### src/rtl/fifo_wr_arbiter_if.sv
// Write-port bundle between the requesters, the FIFO write side
// and the round-robin packet arbiter.
interface fifo_wr_arbiter_if #(
  parameter int NREQ = 4,
  parameter int DW   = 8
);
  logic [NREQ-1:0]    req_valid;
  logic [NREQ-1:0]    req_last;
  logic [NREQ*DW-1:0] req_data;
  logic [NREQ-1:0]    req_ready;
  logic               full;
  logic               wr_en;
  logic [DW-1:0]      wdata;
  logic [NREQ-1:0]    grant;
  logic               busy;
  logic               err_overlong;

  modport master (
    output req_valid, req_last, req_data, full,
    input  req_ready, wr_en, wdata, grant, busy, err_overlong
  );

  modport slave (
    input  req_valid, req_last, req_data, full,
    output req_ready, wr_en, wdata, grant, busy, err_overlong
  );
endinterface

### src/rtl/fifo_wr_arbiter.sv
// Round-robin packet arbiter for the async FIFO write port.
// Holds a grant for a whole packet, throttled by full.
module fifo_wr_arbiter #(
  parameter int NREQ    = 4,
  parameter int DW      = 8,
  parameter int MAX_PKT = 16
) (
  input logic              clk,
  input logic              rst_n,
  fifo_wr_arbiter_if.slave bus
);
  localparam int IW = (NREQ > 1) ? $clog2(NREQ) : 1;
  localparam int CW = $clog2(MAX_PKT + 1);

  typedef enum logic {IDLE, BURST} state_t;

  state_t          state;
  logic [NREQ-1:0] grant;
  logic            busy;
  logic            err;
  logic [IW-1:0]   rr_ptr;
  logic [CW-1:0]   cnt;

  logic [IW-1:0]   sel_idx;
  logic            sel_any;
  logic [IW-1:0]   gidx;
  logic [DW-1:0]   wdata;
  logic [CW-1:0]   cnt_nxt;
  logic            beat;
  logic            last_beat;
  logic            over;
  logic            rel;

  // first valid requester at or above rr_ptr, wrapping
  always_comb begin
    sel_any = 1'b0;
    sel_idx = '0;
    for (int off = 0; off < NREQ; off++) begin
      int j;
      j = int'(rr_ptr) + off;
      if (j >= NREQ) j = j - NREQ;
      if (!sel_any && bus.req_valid[j]) begin
        sel_any = 1'b1;
        sel_idx = IW'(j);
      end
    end
  end

  always_comb begin
    gidx = '0;
    for (int i = 0; i < NREQ; i++) begin
      if (grant[i]) gidx = IW'(i);
    end
  end

  always_comb begin
    wdata = '0;
    for (int i = 0; i < NREQ; i++) begin
      if (grant[i]) wdata = wdata | bus.req_data[i*DW +: DW];
    end
  end

  assign beat      = (|(grant & bus.req_valid)) & ~bus.full;
  assign last_beat = beat & (|(grant & bus.req_last));
  assign cnt_nxt   = cnt + CW'(1);
  assign over      = beat & ~last_beat & (cnt_nxt == CW'(MAX_PKT));
  assign rel       = last_beat | over;

  assign bus.req_ready    = bus.full ? '0 : grant;
  assign bus.wr_en        = beat;
  assign bus.wdata        = wdata;
  assign bus.grant        = grant;
  assign bus.busy         = busy;
  assign bus.err_overlong = err;

  always_ff @(posedge clk or negedge rst_n) begin
    if (!rst_n) begin
      state  <= IDLE;
      grant  <= '0;
      busy   <= 1'b0;
      err    <= 1'b0;
      rr_ptr <= '0;
      cnt    <= '0;
    end else begin
      unique case (state)
        IDLE: begin
          if (sel_any) begin
            grant <= NREQ'(1) << sel_idx;
            cnt   <= '0;
            busy  <= 1'b1;
            state <= BURST;
          end
        end
        BURST: begin
          if (beat) cnt <= cnt_nxt;
          if (over) err <= 1'b1;
          if (rel) begin
            grant  <= '0;
            busy   <= 1'b0;
            state  <= IDLE;
            rr_ptr <= (gidx == IW'(NREQ - 1)) ? '0 : gidx + IW'(1);
          end
        end
      endcase
    end
  end
endmodule

### src/flat_wrapper.sv
// flat-port wrapper written by rule: the top's interface ports become plain ports
module fifo_wr_arbiter_flat 
#(
  parameter int NREQ    = 4,
  parameter int DW      = 8,
  parameter int MAX_PKT = 16
)
  (clk, rst_n, bus_req_valid, bus_req_last, bus_req_data, bus_full, bus_req_ready, bus_wr_en, bus_wdata, bus_grant, bus_busy, bus_err_overlong);
  fifo_wr_arbiter_if #(.NREQ(NREQ), .DW(DW)) bus_i ();
  input logic clk;
  input logic rst_n;
  input wire logic [$bits(bus_i.req_valid)-1:0] bus_req_valid;
  input wire logic [$bits(bus_i.req_last)-1:0] bus_req_last;
  input wire logic [$bits(bus_i.req_data)-1:0] bus_req_data;
  input wire logic [$bits(bus_i.full)-1:0] bus_full;
  output wire logic [$bits(bus_i.req_ready)-1:0] bus_req_ready;
  output wire logic [$bits(bus_i.wr_en)-1:0] bus_wr_en;
  output wire logic [$bits(bus_i.wdata)-1:0] bus_wdata;
  output wire logic [$bits(bus_i.grant)-1:0] bus_grant;
  output wire logic [$bits(bus_i.busy)-1:0] bus_busy;
  output wire logic [$bits(bus_i.err_overlong)-1:0] bus_err_overlong;
  assign bus_i.req_valid = bus_req_valid;
  assign bus_i.req_last = bus_req_last;
  assign bus_i.req_data = bus_req_data;
  assign bus_i.full = bus_full;
  assign bus_req_ready = bus_i.req_ready;
  assign bus_wr_en = bus_i.wr_en;
  assign bus_wdata = bus_i.wdata;
  assign bus_grant = bus_i.grant;
  assign bus_busy = bus_i.busy;
  assign bus_err_overlong = bus_i.err_overlong;
  fifo_wr_arbiter #(.NREQ(NREQ), .DW(DW), .MAX_PKT(MAX_PKT)) u_core (.clk(clk), .rst_n(rst_n), .bus(bus_i));
endmodule
### config.mk
export PLATFORM = sky130hd
export DESIGN_NAME = fifo_wr_arbiter_flat
export DESIGN_NICKNAME = d
export VERILOG_FILES = /design/src/rtl/fifo_wr_arbiter_if.sv /design/src/rtl/fifo_wr_arbiter.sv /design/src/flat_wrapper.sv
export SDC_FILE = /design/constraint.sdc
export NUM_CORES = 1
export LEC_CHECK = 0
export ABC_AREA = 1
export ABC_CLOCK_PERIOD_IN_PS = 3900
export CORE_ASPECT_RATIO = 1.4
export CORE_UTILIZATION = 28
export DETAILED_ROUTE_END_ITERATION = 7
export HOLD_SLACK_MARGIN = 0.03
export PLACE_DENSITY = 0.68
export SYNTH_ARGS = -nofsm -noshare
export SYNTH_HDL_FRONTEND = slang
export SYNTH_SLANG_ARGS = --single-unit
### constraint.sdc
create_clock -name clk -period 3.9 [get_ports clk]
set_clock_uncertainty 0.1 [all_clocks]
set_input_delay 0.585 -clock clk [delete_from_list [all_inputs] [get_ports clk]]
set_output_delay 0.585 -clock clk [all_outputs]
set_load 0.02 [all_outputs]
==> flow_summary.json <==
{
  "slew_viol_final": 0,
  "clk_path_buf_depth": 2,
  "cts_setup_buffers": 0,
  "clk-insertion-delay-late_ns": 0.24,
  "rrSetupSlack_ns": 1.84,
  "dpl_worst_slack_ns": 1.194,
  "cts_max_level": 1,
  "gp_congestion": 0.7704,
  "yosysTopAreaCell": "dfrtp_1",
  "crit_path_cell_trace": "clkdlybuf4s50_1, nand2_1, nand2_1, nor2_1, nor2_1, clkdlybuf4s50_1",
  "crit_arrival_ns": 2.03,
  "synth_nets": 243,
  "overflow": 0,
  "grt_pass1_vias": 1237,
  "max_stage_delay_ns": 0.55,
  "rows": 28,
  "cp.required_ns": 3.21,
  "grt_max_degree": 16,
  "fin_crit_ns": 2.718,
  "synth_flop_cell": "dfrtp_1",
  "cts_tree": "done",
  "dr.pass1.iters": 6,
  "swShare_pct": 21.04,
  "dp_hpwl_mm": 2.761,
  "yosysWarnings": 0,
  "tightestPinTransition_ns": 0.6316,
  "max-slew-margin-rel_pct": 57.76,
  "yosys.cell_count.top_type": "nand2_1",
  "start_kind": "input port",
  "clock_sinks": 14,
  "syn2layout_area_growth_pct": 54.64,
  "synth_edf_count": 0,
  "ys_top_cells_by_area": "dfrtp_1, nand2_1, nand3_1, inv_1, nand4_1",
  "start_util_pct": 29.20,
  "grt_usage_pct": 15.64,
  "die_area_um2": 4656,
  "pwr-share-seq_pct": 45.0,
  "p_int_mw": 0.2549,
  "drv.max_cap_violation_count": 0,
  "drc": 2,
  "drt_iter0_markers": 51,
  "wire_per_inst_um": 12.14,
  "synth_seq_cells": 14,
  "viasPerCell": 4.648,
  "antenna_cells": 0,
  "holdPathEnd": "u_core.bus.err_overlong",
  "timing.fmax_mhz": 367.9,
  "wirelength_mm": 3.653,
  "period_share_pct": 69.69,
  "p_total_mw": 0.3228,
  "leakage_nw": 0.8874,
  "clkPwrFrac_pct": 35.7,
  "tns_ns": 0,
  "drive_above_1_share_pct": 8.984,
  "grt_setup_unrepaired": "no",
  "report.final.setup_viol": 0,
  "die_h_um": 80.34,
  "critPathSlowestCell": "clkdlybuf4s50_1",
  "port_buffers": 61,
  "min-delay-start": "u_core.bus.err_overlong",
  "antenna_found_initial": 0,
  "synthDominantCellAreaShare_pct": 28.54,
  "end_kind": "primary output",
  "setup_ws_ns": 1.182,
  "ys_seq_area_share_pct": 28.54,
  "vdd_drop_max_mv": 0.09838,
  "status": "complete, but fails checks",
  "grt_pass1_wl_mm": 5.664,
  "min_path_type": "reg2reg",
  "design.core.area_um2": 4204,
  "hold_buffers": 0,
  "pin_count": 62,
  "avgSynthCellArea_um2": 6.199,
  "violations": "design-rule violations",
  "ys_async_sr_fraction_pct": 100.0,
  "power_density_nw_per_um2": 170.1,
  "nFillCells": 432,
  "netlist_instances": 198,
  "hold_path_depth": 1,
  "numCtsBuffers": 3,
  "finalHoldViolCount": 0,
  "final_net_count": 303,
  "switchingPower_mw": 0.06792,
  "crit_type": "in2out",
  "r2r-end": "u_core.bus.grant[0]",
  "root_buffer": "clkbuf_8",
  "synth_common_cells": "nand2_1, nand3_1, inv_1",
  "die_w_um": 57.96,
  "worstReg2RegStart": "u_core.bus.grant[1]",
  "reg2reg_depth": 9,
  "vias": 1399,
  "cts.reportedPaths.clkPinSlew_ns": 0.05,
  "netlist_area_um2": 1227,
  "p_comb_share_pct": 19.3,
  "cts-resized-gates": 0,
  "antenna_left": 0,
  "cp_max_fo": 3,
  "ys_types": 23
}
[placed cells by master (no fill, tap or decap), types with 2 or more instances in the layout]
master / count
nand3_1: 16
inv_1: 15
clkdlybuf4s50_1: 61
nand2_4: 3
nand2_1: 90
xor2_1: 2
nand3_2: 4
inv_2: 3
o21ai_1: 5
dfrtp_1: 14
ha_1: 2
nor2_1: 13
o21ai_0: 3
clkbuf_8: 3
nand2_2: 6
nand4_1: 9
[cells by family (layout without fill, tap and decap cells)]
kind of cell / Yosys count / count (layout) / share of synthesized area (%)
AOI/OAI and AO/OA: 10 / 10 / 4.280
xor gates and xnor gates: 3 / 3 / 2.141
adders and majority gates: 2 / 2 / 2.038
buffers and inverters: 24 / 82 / 8.562
DFF: 14 / 14 / 28.54
and+or+nand+nor: 145 / 145 / 54.44
[power by group through the flow]
stage / Sequential [mW] / Clock [mW] / Combinational (mW)
2_1_floorplan: 0.148 / 0 / 0.0137
3_3_place_gp: 0.148 / 0 / 0.0620
3_5_place_dp: 0.148 / 0 / 0.0620
4_1_cts: 0.145 / 0.120 / 0.0624
5_1_grt: 0.145 / 0.127 / 0.0677
6_report: 0.145 / 0.115 / 0.0622
[how the worst max path moves through the flow]
stage / from / end / slack, ns / depth (start not counted)
2_1_floorplan: u_core.bus.grant[2] / bus_req_ready[2] / 2.07 / 3
3_3_place_gp: bus_req_valid[2] / bus_wr_en / 1.20 / 6
3_5_place_dp: bus_req_valid[2] / bus_wr_en / 1.19 / 6
4_1_cts: bus_req_valid[2] / bus_wr_en / 1.18 / 6
5_1_grt: bus_req_valid[3] / bus_wr_en / 1.12 / 6
6_report: bus_req_valid[2] / bus_wr_en / 1.18 / 6
[area by class of cell]
type                    count  area (um^2)  share of cell area (%)
repair buffers             61        610.6                   32.17
flip-flops and latches     14        350.3                   18.46
inverters                  18        67.56                   3.560
well taps                  45        56.30                   2.966
multi-input cells         160        772.0                   40.67
clock buffers               3        41.29                   2.175
[per-layer routing]
metal	part of all wire (%)	global-route usage [%]	routed length [um]
met2	51	27.36	1874
met3	2.3	1.449	83
met1	45	19.47	1645
met5	0	0	0
met4	1.3	5.952	49
[sequential cells by signal, indices dropped and copies added, names as in the netlist]
signal                   cells
u_core.bus.grant             4
u_core.cnt                   5
u_core.state                 1
u_core.bus.err_overlong      1
u_core.bus.busy              1
u_core.rr_ptr                2
[through the flow]
| stage | hold WS [ns] | util (%) | cell area (um^2) | cells |
|---|---|---|---|---|
| after floorplan | 0.1894 | - | 1227 | 198 |
| after global placement | 0.3596 | 44.17 | 1857 | 298 |
| after detailed placement | 0.3609 | 44.17 | 1857 | 298 |
| after CTS | 0.3750 | 45.15 | 1898 | 301 |
| after global routing | 0.3796 | 45.15 | 1898 | 301 |
| final | 0.3710 | 45.15 | 1898 | 301 |
[worst max-delay path, delay by kind of cell]
family / cells / cell delay (ns)
and+or+nand+nor: 4 / 0.45
buffers and inverters: 2 / 1.00
Power figures use the tool's default switching activity.
